**config.mk**
```make
export PLATFORM = sky130hd
export DESIGN_NAME = inst_mem_loader
export DESIGN_NICKNAME = d
export VERILOG_FILES = /design/src/rtl/inst_mem_loader_pkg.sv /design/src/rtl/inst_mem_loader_le_word_assembler.sv /design/src/rtl/inst_mem_loader.sv
export SDC_FILE = /design/constraint.sdc
export NUM_CORES = 1
export LEC_CHECK = 0
export ABC_AREA = 0
export BUFFER_PORTS_ARGS = -buffer_cell sky130_fd_sc_hd__buf_4
export CORE_ASPECT_RATIO = 1.2
export CORE_MARGIN = 5
export CORE_UTILIZATION = 30
export DETAILED_ROUTE_END_ITERATION = 6
export GPL_TIMING_DRIVEN = 0
export PLACE_DENSITY_LB_ADDON = 0.3
export SLEW_MARGIN = 20
export SYNTH_ARGS = -nofsm -noshare
export SYNTH_HDL_FRONTEND = slang
export SYNTH_HIERARCHICAL = 1
export SYNTH_SLANG_ARGS = --single-unit
```
**constraint.sdc**
```tcl
create_clock -name clk -period 2.24 [get_ports clk]
set_input_delay 0.448 -clock clk [delete_from_list [all_inputs] [get_ports clk]]
set_output_delay 0.448 -clock clk [all_outputs]
set_load 0.03 [all_outputs]
```
**src/rtl/inst_mem_loader_pkg.sv**
```systemverilog
// Shared types and constants for the instruction memory loader.
// State encoding and stream framing sizes.
package inst_mem_loader_pkg;

    typedef enum logic [2:0] {
        S_IDLE = 3'd0,
        S_LEN  = 3'd1,
        S_DATA = 3'd2,
        S_DONE = 3'd3,
        S_ERR  = 3'd4
    } ldr_state_t;

    localparam int LOADER_DEFAULT_DEPTH = 4096;
    localparam int WORD_BYTES           = 4;

endpackage

```
**src/rtl/inst_mem_loader_le_word_assembler.sv**
```systemverilog
// Packs accepted bytes into a little-endian 32-bit word.
// word/word_done are valid in the cycle the 4th byte is accepted.
module le_word_assembler
    import inst_mem_loader_pkg::*;
(
    input  logic        clk,
    input  logic        rst,
    input  logic        i_clear,
    input  logic        i_accept,
    input  logic [7:0]  i_byte,
    output logic [31:0] o_word,
    output logic        o_word_done
);

    logic [1:0]  r_cnt;
    logic [31:0] r_sh;

    // Shift each byte in from the top so the first byte ends at [7:0].
    always_ff @(posedge clk) begin
        if (rst || i_clear) begin
            r_cnt <= 2'd0;
            r_sh  <= 32'd0;
        end else if (i_accept) begin
            r_cnt <= r_cnt + 2'd1;
            r_sh  <= {i_byte, r_sh[31:8]};
        end
    end

    assign o_word      = {i_byte, r_sh[31:8]};
    assign o_word_done = i_accept && (r_cnt == 2'(WORD_BYTES - 1));

endmodule

```
**src/rtl/inst_mem_loader.sv**
```systemverilog
// Byte-stream instruction memory loader: length header, LE words,
// single-cycle writes, core held in reset while loading.
module inst_mem_loader
    import inst_mem_loader_pkg::*;
#(
    parameter int              ADDR_W    = 32,
    parameter int              DEPTH     = LOADER_DEFAULT_DEPTH,
    parameter logic [ADDR_W-1:0] BASE_ADDR = '0
)
(
    input  logic              clk,
    input  logic              rst,
    input  logic              start_i,
    input  logic              byte_valid_i,
    input  logic [7:0]        byte_i,
    output logic              byte_ready_o,
    output logic              we_o,
    output logic [ADDR_W-1:0] waddr_o,
    output logic [31:0]       wdata_o,
    output logic              core_hold_o,
    output logic              done_o,
    output logic              err_o
);

    localparam int IDX_W = $clog2(DEPTH) + 1;

    ldr_state_t r_state;
    ldr_state_t w_state_nxt;

    logic [IDX_W-1:0] r_idx;
    logic [IDX_W-1:0] r_last;

    logic        w_accept;
    logic        w_start;
    logic        w_word_done;
    logic [31:0] w_word;
    logic        w_len_done;
    logic        w_data_done;

    assign byte_ready_o = (r_state == S_LEN) || (r_state == S_DATA);
    assign core_hold_o  = (r_state == S_LEN) || (r_state == S_DATA)
                       || (r_state == S_ERR);
    assign done_o       = (r_state == S_DONE);
    assign err_o        = (r_state == S_ERR);

    assign w_accept = byte_valid_i && byte_ready_o;
    assign w_start  = start_i && ((r_state == S_IDLE)
                    || (r_state == S_DONE) || (r_state == S_ERR));

    assign w_len_done  = (r_state == S_LEN) && w_word_done;
    assign w_data_done = (r_state == S_DATA) && w_word_done;

    le_word_assembler u_asm (
        .clk         (clk),
        .rst         (rst),
        .i_clear     (w_start),
        .i_accept    (w_accept),
        .i_byte      (byte_i),
        .o_word      (w_word),
        .o_word_done (w_word_done)
    );

    // State register.
    always_ff @(posedge clk) begin
        if (rst) begin
            r_state <= S_IDLE;
        end else begin
            r_state <= w_state_nxt;
        end
    end

    // Next-state decode.
    always_comb begin
        w_state_nxt = r_state;
        unique case (r_state)
            S_IDLE, S_DONE, S_ERR: begin
                if (w_start) begin
                    w_state_nxt = S_LEN;
                end
            end
            S_LEN: begin
                if (w_word_done) begin
                    if (w_word == 32'd0) begin
                        w_state_nxt = S_DONE;
                    end else if (w_word > 32'(DEPTH)) begin
                        w_state_nxt = S_ERR;
                    end else begin
                        w_state_nxt = S_DATA;
                    end
                end
            end
            S_DATA: begin
                if (w_word_done && (r_idx == r_last)) begin
                    w_state_nxt = S_DONE;
                end
            end
            default: w_state_nxt = S_IDLE;
        endcase
    end

    // Word index and last-index capture from the length header.
    always_ff @(posedge clk) begin
        if (rst) begin
            r_idx  <= '0;
            r_last <= '0;
        end else if (w_start) begin
            r_idx  <= '0;
            r_last <= '0;
        end else if (w_len_done) begin
            r_last <= IDX_W'(w_word - 32'd1);
        end else if (w_data_done) begin
            r_idx <= r_idx + 1'b1;
        end
    end

    // Registered memory write port; address/data hold between writes.
    always_ff @(posedge clk) begin
        if (rst) begin
            we_o    <= 1'b0;
            waddr_o <= '0;
            wdata_o <= 32'd0;
        end else begin
            we_o <= 1'b0;
            if (w_data_done) begin
                we_o    <= 1'b1;
                waddr_o <= BASE_ADDR + ADDR_W'({r_idx, 2'b00});
                wdata_o <= w_word;
            end
        end
    end

endmodule
```
==> impl_metrics.py <==
metrics = {
    "outcome": {
        "status": "finished, final reports clean",
    },
    "global_route": {
        "antenna_found_initial": 0,
        "grt_pass1_vias": 3467,
        "grt_max_degree": 18,
        "track_usage": 0.1239,
        "gr-total-overflow": 0,
        "grt_pass1_wl_um": 17220,
    },
    "hold_path": {
        "hold_depth": 3,
        "min_path_type": "input pin to flip-flop",
        "hold_path_startpoint": "byte_i[7]",
    },
    "critical_path": {
        "crit_type": "flip-flop to flip-flop",
        "setup.worst_path.end_class": "flip-flop",
        "cp.depth": 11,
        "crit_slowest_cell": "dfxtp_1",
        "reg2regPathDepth": 11,
        "critPathLaunchType": "flip-flop",
        "cp-startpoint": "r_state[0]",
        "cpMostUsedCell": "and2_4",
        "worstPathRequired_ps": 2470,
        "crit_chain": "buf_6 > xnor2_4 > nor2_4 > and2_4 > buf_12 > and2_4 > and4bb_4 > and3_1 > nand4_1 > xor2_1 > nor2_1",
        "cpPeakStageDelay_ps": 310,
        "crit_arrival_ps": 2310,
        "critical-path-top-delay-family": "simple AND/OR/NAND/NOR gates",
        "r2r_start": "r_state[0]",
        "critPathBufInv": 2,
        "cp_max_fo": 8,
    },
    "yosys": {
        "yosys.cell_types.count": 41,
        "syn_avg_cell_area_um2": 8.699,
        "synth-main-ff-cell": "dfxtp_1",
        "yosysSeqAreaShare": 0.4621,
        "ys_ff_latch": 101,
        "syn_inst": 503,
        "yosys.area.top_type": "dfxtp_1",
        "yosys.area.top_type_share": 0.4621,
        "synth_area_mm2": 0.004375,
        "synth-edff-count": 0,
        "synth-async-reset-ratio": 0,
        "synth.area.top_cells": "dfxtp_1 46%, nand2_1 8.8%, a21oi_1 5.8%, mux2i_1 5.7%, nor2_1 5.1%",
        "yosysWarnings": 6,
    },
    "die": {
        "die_h_um": 142.3,
        "rows": 48,
        "die_w_um": 120.2,
        "core_mm2": 0.01435,
        "initial_core_util": 0.3048,
        "die_area_mm2": 0.01711,
        "ios": 81,
    },
    "routing": {
        "wire_per_inst_um": 13.31,
        "wl_um": 10320,
        "dr_wl_met3_um": 461,
        "vias": 3510,
        "drc": 0,
        "highest_layer": "met4",
        "avgViaCountPerCell": 4.529,
        "met1_length_um": 4334,
        "postRouteAntennaNets": 0,
        "drt-initial-drc-count": 134,
        "wl_met2_um": 5337,
        "first_pass_iters": 4,
    },
    "sta": {
        "setup_viol": 0,
        "hold_viol_final": 0,
        "max_freq_ghz": 0.4799,
        "min_period_over_period": 0.9302,
        "slew_viol_final": 0,
        "final.setup_skew_ps": 9.858,
        "fin_crit_ps": 2084,
        "fin_ws_ps": 156.4,
    },
    "layout": {
        "areaGrowthSynthToFinish_pct": 26.54,
        "nets": 612,
        "antenna_cells": 0,
        "layout-drive-gt1-share": 0.2383,
        "fin_area_mm2": 0.005537,
    },
    "placed_design": {
        "post-place-ws_ps": -270.8,
        "portBuffers": 61,
        "dpl-instance-area_mm2": 0.005191,
        "hpwl_um": 8066,
        "gp_congestion": 0.8644,
    },
    "clocking": {
        "cts_tree": "yes",
        "clkSinkCount": 101,
        "cts_root_buffer": "clkbuf_16",
        "path_clk_slew_ps": 70,
        "numCtsBuffers": 9,
        "hold_buffers": 0,
        "clk_latency_ps": 340,
        "htreeDepth": 3,
        "clock_path_buffers": 2,
    },
    "pwr": {
        "power_leakage_nw": 2.208,
        "p_total_mw": 3.649,
        "powerDensity_mw_per_mm2": 659.0,
        "irDropWorstVdd_v": 0.0003990,
    },
    "run": {
        "cap_violations": 0,
    },
}
-- through the flow --
stage               hold WS (ps)  TNS, ps  std cells  utilization
finish                     354.8        0        775       0.3857
detailed placement         448.8    -8630        757       0.3617
CTS                        347.2        0        772       0.3837
global placement           445.5    -8544        757       0.3617
floorplan                  449.3   -478.7        521            -
global route               363.3   -1.966        775       0.3857
-- final timing paths --
kind | end | slack [ps]
max | r_idx[12] | 160
min | u_asm/r_sh[31] | 350
max reg2reg | r_idx[12] | 160
min reg2reg | waddr_o[6] | 460
-- area by class of cell --
class / instances / area (um2)
fill: 1479 / 8817
multi-input combinational: 360 / 2059
sequential: 101 / 2022
timing repair buffer: 65 / 488.0
buffer: 57 / 430.4
clock buffer: 12 / 266.5
tap: 175 / 219.0
clock inverter: 3 / 43.79
inverter: 2 / 7.507
-- metal layers --
metal,global-route usage,vias to the layer above
met3,0.02624,15
met5,0,-
li1,-,1817
met1,0.1470,1617
met4,0.04356,0
met2,0.2214,61
-- cells by family after synthesis --
kind of cell	share of synthesized area
flops	0.4621
simple gates	0.2047
fa+ha+maj	0.01144
buf+inv	0.09208
compound gates	0.09951
xor+xnor	0.07206
other cells	0.0008571
mux	0.05719
-- where the power goes --
part / switching (mW) / total (mW) / internal, mW
logic: 0.138 / 0.243 / 0.105
clock network: 0.647 / 1.60 / 0.952
registers: 0.00654 / 1.81 / 1.80
-- synth_stat cells (all sizes together) (2+ instances only) --
| master | count |
|---|---|
| nand2 | 103 |
| dfxtp | 101 |
| nor2 | 60 |
| a21oi | 51 |
| buf | 44 |
| mux2i | 25 |
| xor2 | 20 |
| xnor2 | 16 |
| clkbuf | 14 |
| a211oi | 11 |
| nor4 | 9 |
| nand4 | 7 |
| nand3 | 5 |
| and2 | 4 |
| ha | 4 |
| and3 | 3 |
| and4 | 3 |
| or2 | 3 |
| a311oi | 2 |
| inv | 2 |
| nor2b | 2 |
| nor3 | 2 |
| o21ai | 2 |
| o31ai | 2 |
-- worst min-delay path, stage by stage --
cell,delay (ps)
buf_4,80
mux2i_1,60
nor2_1,70
-- state kept, by name (all words and copies together), names as in the netlist --
signal	flops
wdata_o	32
u_asm/r_sh	24
r_idx	13
r_last	13
waddr_o	13
r_state	3
u_asm/r_cnt	2
we_o	1
-- what timing repair did --
action | in CTS | in global routing
pin swaps | 0 | 3
endpoints found under the setup margin | 65 | 22
resized for setup | 5 | 6
buffers inserted | 1 | 3
-- placed cells by master (no fill, tap or decap), types with 3 or more instances in the layout --
| master | n |
|---|---|
| buf_2 | 4 |
| mux2i_1 | 25 |
| xnor2_1 | 15 |
| a211oi_2 | 6 |
| a211oi_1 | 5 |
| nand3_1 | 5 |
| clkbuf_1 | 9 |
| a21oi_1 | 51 |
| conb_1 | 19 |
| clkbuf_16 | 9 |
| xor2_1 | 20 |
| clkbuf_2 | 3 |
| nand2_1 | 103 |
| nor4_1 | 8 |
| and3_1 | 3 |
| and4_1 | 3 |
| clkbuf_8 | 3 |
| nand4_1 | 7 |
| ha_1 | 4 |
| dfxtp_1 | 101 |
| buf_6 | 7 |
| nor2_1 | 58 |
| buf_4 | 95 |
(Power assumes the default switching activity.)
